--- src/rtl/sv_uart_pkg.sv ---
// ---------------------------------------------------------------------------
// sv_uart_pkg
//   Shared definitions for the UART register bridge: command/response opcodes,
//   the bridge FSM state type and a saturating error-counter helper.
// ---------------------------------------------------------------------------
package sv_uart_pkg;

    localparam logic [7:0] CMD_WR  = 8'h57;  // 'W' register write
    localparam logic [7:0] CMD_RD  = 8'h52;  // 'R' register read
    localparam logic [7:0] RSP_BAD = 8'h3F;  // '?' unknown command
    localparam logic [7:0] RSP_TMO = 8'h54;  // 'T' read timed out

    typedef enum logic [1:0] {
        IDLE    = 2'd0,
        EXEC    = 2'd1,
        WAIT_RD = 2'd2,
        RESP    = 2'd3
    } regbridge_state_t;

    // Increment an 8-bit event counter, sticking at all-ones instead of wrapping.
    function automatic logic [7:0] sat_inc8(input logic [7:0] value);
        if (value == 8'hFF) begin
            return 8'hFF;
        end else begin
            return value + 8'd1;
        end
    endfunction

endpackage

--- src/rtl/sv_uart_regbridge.sv ---
// ---------------------------------------------------------------------------
// sv_uart_regbridge
//   Executes {cmd, addr, data} command frames from the UART engine RX stream
//   as register write/read cycles on a strobe bus and returns one response
//   frame per command into the engine TX stream.
//
// Ports
//   iclk, irst        clock, synchronous active-high reset
//   s_axis_*          command frames in (tready high only while idle)
//   m_axis_*          response frames out
//   oreg_addr/wdata   register address / write data, held until next accept
//   oreg_wr/oreg_rd   one-cycle write / read strobes
//   ireg_rdata/rvalid read return, only observed while waiting for a read
//   oerr_cnt          saturating count of bad commands and read timeouts
// ---------------------------------------------------------------------------
module sv_uart_regbridge
    import sv_uart_pkg::*;
#(
    parameter int DATA_WIDTH = 24,
    parameter int ADDR_WIDTH = 8,
    parameter int REG_WIDTH  = 8,
    parameter int TIMEOUT    = 255
) (
    input  logic                  iclk,
    input  logic                  irst,
    input  logic [DATA_WIDTH-1:0] s_axis_tdata,
    input  logic                  s_axis_tvalid,
    output logic                  s_axis_tready,
    output logic [DATA_WIDTH-1:0] m_axis_tdata,
    output logic                  m_axis_tvalid,
    input  logic                  m_axis_tready,
    output logic [ADDR_WIDTH-1:0] oreg_addr,
    output logic [REG_WIDTH-1:0]  oreg_wdata,
    output logic                  oreg_wr,
    output logic                  oreg_rd,
    input  logic [REG_WIDTH-1:0]  ireg_rdata,
    input  logic                  ireg_rvalid,
    output logic [7:0]            oerr_cnt
);

    localparam int TW = $clog2(TIMEOUT + 1);
    // Timer value in the last WAIT_RD cycle that still accepts read data.
    localparam logic [TW-1:0] TMO_LAST = TW'(TIMEOUT - 1);

    if (DATA_WIDTH != 8 + ADDR_WIDTH + REG_WIDTH) begin : g_bad_width
        $error("sv_uart_regbridge: DATA_WIDTH must equal 8 + ADDR_WIDTH + REG_WIDTH");
    end

    regbridge_state_t      state_q, state_d;
    logic                  tready_q, tready_d;
    logic                  tvalid_q, tvalid_d;
    logic [DATA_WIDTH-1:0] tdata_q, tdata_d;
    logic                  wr_q, wr_d;
    logic                  rd_q, rd_d;
    logic [ADDR_WIDTH-1:0] addr_q, addr_d;
    logic [REG_WIDTH-1:0]  wdata_q, wdata_d;
    logic [7:0]            cmd_q, cmd_d;
    logic [TW-1:0]         timer_q, timer_d;
    logic [7:0]            err_q, err_d;
    logic [7:0]            in_cmd_s;

    assign in_cmd_s = s_axis_tdata[DATA_WIDTH-1 -: 8];

    // Next-state, response and strobe computation for the command FSM.
    always_comb begin
        state_d = state_q;
        tdata_d = tdata_q;
        addr_d  = addr_q;
        wdata_d = wdata_q;
        cmd_d   = cmd_q;
        timer_d = timer_q;
        err_d   = err_q;
        wr_d    = 1'b0;
        rd_d    = 1'b0;

        case (state_q)
            IDLE: begin
                if (s_axis_tvalid && tready_q) begin
                    cmd_d   = in_cmd_s;
                    addr_d  = s_axis_tdata[DATA_WIDTH-9 -: ADDR_WIDTH];
                    wdata_d = s_axis_tdata[REG_WIDTH-1:0];
                    // Strobes are registered, so they are decided here and
                    // appear during the EXEC cycle.
                    wr_d    = (in_cmd_s == CMD_WR);
                    rd_d    = (in_cmd_s == CMD_RD);
                    state_d = EXEC;
                end else begin
                    state_d = IDLE;
                end
            end
            EXEC: begin
                if (cmd_q == CMD_WR) begin
                    tdata_d = {CMD_WR, addr_q, wdata_q};
                    state_d = RESP;
                end else if (cmd_q == CMD_RD) begin
                    timer_d = {TW{1'b0}};
                    state_d = WAIT_RD;
                end else begin
                    tdata_d = {RSP_BAD, addr_q, {REG_WIDTH{1'b0}}};
                    err_d   = sat_inc8(err_q);
                    state_d = RESP;
                end
            end
            WAIT_RD: begin
                // Read data takes priority over a timeout in the same cycle.
                if (ireg_rvalid) begin
                    tdata_d = {CMD_RD, addr_q, ireg_rdata};
                    state_d = RESP;
                end else if (timer_q == TMO_LAST) begin
                    tdata_d = {RSP_TMO, addr_q, {REG_WIDTH{1'b0}}};
                    err_d   = sat_inc8(err_q);
                    state_d = RESP;
                end else begin
                    timer_d = timer_q + TW'(1);
                end
            end
            RESP: begin
                if (m_axis_tready) begin
                    state_d = IDLE;
                end else begin
                    state_d = RESP;
                end
            end
            default: begin
                state_d = IDLE;
            end
        endcase

        tready_d = (state_d == IDLE);
        tvalid_d = (state_d == RESP);
    end

    // State and output registers with synchronous reset.
    always_ff @(posedge iclk) begin
        if (irst) begin
            state_q  <= IDLE;
            tready_q <= 1'b0;
            tvalid_q <= 1'b0;
            tdata_q  <= {DATA_WIDTH{1'b0}};
            wr_q     <= 1'b0;
            rd_q     <= 1'b0;
            addr_q   <= {ADDR_WIDTH{1'b0}};
            wdata_q  <= {REG_WIDTH{1'b0}};
            cmd_q    <= 8'h00;
            timer_q  <= {TW{1'b0}};
            err_q    <= 8'h00;
        end else begin
            state_q  <= state_d;
            tready_q <= tready_d;
            tvalid_q <= tvalid_d;
            tdata_q  <= tdata_d;
            wr_q     <= wr_d;
            rd_q     <= rd_d;
            addr_q   <= addr_d;
            wdata_q  <= wdata_d;
            cmd_q    <= cmd_d;
            timer_q  <= timer_d;
            err_q    <= err_d;
        end
    end

    assign s_axis_tready = tready_q;
    assign m_axis_tvalid = tvalid_q;
    assign m_axis_tdata  = tdata_q;
    assign oreg_wr       = wr_q;
    assign oreg_rd       = rd_q;
    assign oreg_addr     = addr_q;
    assign oreg_wdata    = wdata_q;
    assign oerr_cnt      = err_q;

endmodule

--- config.mk ---
export PLATFORM = sky130hd
export DESIGN_NAME = sv_uart_regbridge
export DESIGN_NICKNAME = d
export VERILOG_FILES = /design/src/rtl/sv_uart_pkg.sv /design/src/rtl/sv_uart_regbridge.sv
export SDC_FILE = /design/constraint.sdc
export NUM_CORES = 1
export LEC_CHECK = 0
export BUFFER_PORTS_ARGS = -buffer_cell sky130_fd_sc_hd__buf_2
export CAP_MARGIN = 10
export CORE_ASPECT_RATIO = 1.5
export CORE_UTILIZATION = 53
export CTS_CLUSTER_SIZE = 40
export DETAILED_ROUTE_END_ITERATION = 8
export PLACE_DENSITY = 0.78
export SYNTH_ARGS = -nofsm -noshare
export SYNTH_HDL_FRONTEND = slang
export SYNTH_SLANG_ARGS = --single-unit
export TNS_END_PERCENT = 30
--- constraint.sdc ---
create_clock -name iclk -period 2.8 [get_ports iclk]
set_input_delay 0 -clock iclk [delete_from_list [all_inputs] [get_ports iclk]]
set_output_delay 0 -clock iclk [all_outputs]
set_load 0.005 [all_outputs]
# Word level (Yosys, flattened, before mapping)
# Cells that the tools add are included.
totals:
  in_bits: 37
  output_inout_bits: 52
  elab_cells: 65
  ff_bits: 70
classes:
  eq_ne: 18
  muxes: 23
  reduce_logical: 9
  bitwise_logic: 2
  n_addsub: 2
op_table:
  columns: ["operator", "count"]
  rows:
  - ["$mux 24", 4]
  - ["$mux 8", 9]
  - ["$pmux 24 s2", 1]
  - ["$eq 8x7->1 const B", 4]
  - ["$pmux 8 s2", 2]
  - ["$add 8x1->8 const B", 2]
  - ["$eq 8x8->1 const B", 2]
  - ["$ne 2x2->1 const B", 6]
  - ["$reduce_and 5->1", 2]
  - ["$pmux 2 s4", 1]
  - ["$eq 2x2->1 const B", 3]
  - ["$mux 2", 3]
  - ["$ne 3x3->1 const B", 2]
  - ["$logic_not 2->1", 2]
  - ["$mux 1", 3]
  - ["$reduce_and 3->1", 1]
  - ["$reduce_or 3->1", 1]
  - ["$eq 2x1->1 const B", 1]
  - ["$not 1->1", 2]
  - ["$reduce_and 2->1", 1]
  - ["$reduce_bool 2->1", 1]
  - ["$logic_and 1x1->1", 1]

# Depth between registers and ports, before layout
logic_depth:
  depth_word: 5
  depth_mapped: 8
  depth_no_buf: 6

# Least setup slack after synthesis
# OpenSTA, ideal clock, no wires.
synth_timing:
  path_kind: "register to register"
  start: "register state_q[0]"
  end: "register timer_q[3]"
  stages_incl_launch_ff: 8
  slack_ps: 857
  required_time_ps: 2730
  n_path_buf: 1
  arrival_ps: 1873
  period_less_slack_ps: 1943
  setup_time_ps: 70
  cell_sequence: "dfxtp_1 > inv_1 > ha_1 > buf_4 > a21boi_2 > nand4_2 > or4_1 > a21oi_1"
synth_via:
  elab_chain_cells: 3
  elab_cells_between_ends: 9
  cone_classes: "eq/ne: 6; mux: 1; reduce/logical: 2"
synth_lines:
  columns: ["item", "line_no", "rtl"]
  rows:
  - ["start, declared", "sv_uart_regbridge.sv:49", "regbridge_state_t state_q, state_d;"]
  - ["start signal, assigned", "sv_uart_regbridge.sv:148", "state_q <= state_d;"]
  - ["$eq 2x2->1 or $eq 2x1->1 (tied branches)", "sv_uart_regbridge.sv:76", "case (state_q)"]
  - ["$ne 2x2->1 (no line) or $reduce_bool 2->1 (tied branches)", null, null]
  - ["$reduce_and 5->1 (no line)", null, null]
  - ["end signal, assigned", "sv_uart_regbridge.sv:145", "timer_q <= {TW{1'b0}};"]
  - ["end signal, assigned", "sv_uart_regbridge.sv:157", "timer_q <= timer_d;"]
  - ["end, declared", "sv_uart_regbridge.sv:58", "logic [TW-1:0] timer_q, timer_d;"]
# Several ways; a longest one is shown, not always the timed one.
# A chain may end at the register's enable or synchronous reset.

# Worst setup path after layout
layout_timing:
  start: "register state_q[0]"
  end: "register rd_q (netlist: oreg_rd)"
layout_via:
  elab_chain_cells: 3
layout_lines:
  columns: ["item", "line_no", "rtl"]
  rows:
  - ["$logic_not 2->1", "sv_uart_regbridge.sv:76", null]
  - ["$not 1->1 (no line)", null, null]
  - ["$reduce_or 3->1 (no line)", null, null]
  - ["end signal, assigned", "sv_uart_regbridge.sv:153", "rd_q <= rd_d;"]
  - ["end, declared", "sv_uart_regbridge.sv:54", "logic rd_q, rd_d;"]
# Every way passes these cells.

==> impl_metrics.ini <==
[synthesis]
ys_ff_latch = 68
netlist.area_leader.share_pct = 40.3
ys_warn_count = 0
ys_types = 54
syn-num-nets = 442
synthTopCellsByCount = nand2_1, dfxtp_1, a21oi_1, mux2i_1, clkbuf_1
syn_inst = 397
synth.area.top_cells = dfxtp_1, nand2_1, mux2i_1
ys_seq_area_share_pct = 40.3
ys_async_sr_fraction_pct = 0
yosys.area.top_type = dfxtp_1
synth_ff_type = dfxtp_1
avgSynthCellArea_sq_um = 8.50
netlist_area_sq_um = 3370
synth_edf_count = 0
yosysMostFrequentCell = nand2_1

[timing]
finalHoldViolations = 0
min_period_ns = 2.30
worst_pin_slew_ns = 0.908
post-route-period-util_pct = 82.0
hold_ws_ns = 0.0278
setup_viol = 0
fin_skew_ns = 0.00735
slew_viol_final = 0
grt_setup_unrepaired = false
fin_setup_tns_ns = 0
max_freq_ghz = 0.436
slew_headroom_pct = 39.3

[setup_path]
path_class = flip-flop to flip-flop
end_kind = flip-flop
rr_worst_depth = 8
crit_chain = inv_1, ha_1, and3_1, buf_4, nand4_1, nor4b_1, nor3b_1, dlygate4sd3_1
cp_max_fo = 25
start_kind = flip-flop
crit_cells = 8
slowest_stage = dlygate4sd3_1
arrival_ns = 2.59
path_delay_family = buffers and inverters
cp.required_ns = 3.09
crit_buf_inv = 3
max_stage_delay_ns = 0.56

[cts]
cts.clk_slew.worst_paths_ns = 0.07
clk_latency_ns = 0.35
cts_tree = built
clockRootBuffer = clkbuf_8
numCtsBuffers = 9
cts_setup_buffers = 0
cts_max_path_buffers = 2
numClockSinks = 68
cts-resized-gates = 0
cts_max_level = 3

[grt]
gr-total-overflow = 0
grt_max_degree = 44
grt_usage_pct = 28.1
grt_pass1_wl_um = 14200
first_global_vias = 3181
antenna_found_initial = 0

[cells_and_area]
multi_input_area_sq_um = 1760
fillers = 501
drive_gt1_share_pct = 24.5
synthToLayoutAreaGrowth_pct = 24.3
diodes = 0
regArea_sq_um = 1360
nets = 534
stdcell_area_sq_um = 4190

[floorplan]
coreArea_sq_um = 6130
die_h_um = 99.7
io_pins = 89
initial_core_util_pct = 55.0
die-area_sq_um = 6700
die_x_um = 67.2
rows = 35

[run_status]
status = finished clean

[drt]
drt-total-wl_um = 8820
viasPerCell = 5.73
vias = 3255
drtIter0Drc = 190
dr.pass1.iters = 4
postRouteAntennaNets = 0
drc = 0
detail_route.wl_per_cell_um = 15.5

[power_and_ir_drop]
p_leak_nw = 1.74
peakVddDrop_mv = 0.381
power_density_nw_per_um2 = 730

[placement]
gp_congestion = 0.888
dp_hpwl_um = 6130
place_area_sq_um = 3760
portBuffers = 87

[min_path]
hold_path_class = input pin to flip-flop
min_path_cells = 3

[flow_run]
drv_cap = 0
## cells in the final DEF, fill, tap and decap left out, types with 2 or more instances in the layout
master,netlist,layout
buf_2,5,87
nand2_1,74,74
dfxtp_1,68,68
a21oi_1,28,28
dlygate4sd3_1,0,25
mux2i_1,20,20
inv_1,16,16
and3_1,14,14
o21ai_0,13,13
nor2_1,10,10
nor4_1,10,10
clkbuf_8,0,10
nand4_1,8,8
ha_1,8,8
a211oi_1,8,7
nand3_1,6,6
a31oi_1,6,6
nor3_1,6,6
buf_4,11,6
and2_1,5,5
o31ai_1,5,5
nand2b_1,4,4
o21a_1,4,4
o311ai_0,4,4
a311o_1,4,4
a41oi_1,4,4
clkinvlp_4,0,4
nor3b_1,3,3
nor4b_1,3,3
a311oi_1,3,3
nand4_4,2,2
or4_1,2,2
inv_6,0,2
## state kept, by name, summed over array words and instances (netlist names)
| name | flops |
|---|---|
| cmd_q | 8 |
| m_axis_tdata | 22 |
| m_axis_tvalid | 1 |
| oerr_cnt | 8 |
| oreg_addr | 8 |
| oreg_rd | 1 |
| oreg_wdata | 8 |
| oreg_wr | 1 |
| s_axis_tready | 1 |
| state_q | 2 |
| timer_q | 8 |
## cell type report
class                           instances  share of cell area, %
Tap cell                               74                   2.21
Clock inverter                          6                   1.13
Multi-Input combinational cell        276                   42.1
Clock buffer                           10                   3.28
Sequential cell                        68                   32.5
Timing Repair Buffer                  118                   17.4
Inverter                               16                   1.43
## worst register-to-register path, cell delays in order, from the launching register on
cell           delay, ns
dfxtp_1             0.35
inv_1               0.12
ha_1                0.18
and3_1              0.15
buf_4               0.26
nand4_1             0.12
nor4b_1             0.30
nor3b_1             0.20
dlygate4sd3_1       0.56
## routing by layer
| metal | track usage (%) | vias up | part of all wire [%] |
|---|---|---|---|
| li1 | - | 1605 | - |
| met1 | 28.8 | 1506 | 39 |
| met2 | 50.5 | 115 | 52 |
| met3 | 5.28 | 29 | 4.6 |
| met4 | 17.2 | 0 | 4.2 |
| met5 | 0 | - | 0 |
## worst paths after layout
check | start | to | slack (ns)
max reg2reg | state_q[0] | oreg_rd | 0.50
max | state_q[0] | oreg_rd | 0.50
min reg2reg | m_axis_tdata[8] | m_axis_tdata[8] | 0.46
min | irst | oerr_cnt[1] | 0.03
## cell families (layout without fill, tap and decap cells)
| group | count (synthesis) | after routing | synth area share, % |
|---|---|---|---|
| xor gates and xnor gates | 1 | 1 | 0.260 |
| DFF | 68 | 68 | 40.3 |
| AOI/OAI and AO/OA | 91 | 91 | 18.5 |
| buffers and inverters | 53 | 150 | 7.53 |
| adders and majority gates | 8 | 8 | 2.97 |
| other | 1 | 1 | 0.111 |
| muxes | 20 | 20 | 5.93 |
| and+or+nand+nor | 155 | 155 | 24.4 |
## power by group
| part | leakage (nW) | switching [mW] | internal [mW] |
|---|---|---|---|
| clock | 0.0815 | 0.404 | 0.351 |
| sequential | 0.552 | 0.103 | 1.10 |
| combinational | 1.10 | 0.648 | 0.457 |
## repair_timing
action	in CTS	in global routing
setup endpoints to repair	0	0
hold buffers	25	0
endpoints found under the hold margin	26	0
## stage by stage
step	instances	power (mW)	setup WS, ns	utilization [%]
finish	568	3.06	0.505	68.4
global route	568	3.27	0.322	68.4
CTS	568	3.07	0.475	68.4
detailed placement	527	2.30	0.570	61.3
global placement	527	2.27	0.684	61.3
floorplan	397	2.03	0.857	-
No activity file was read; power rests on OpenSTA's default activity.
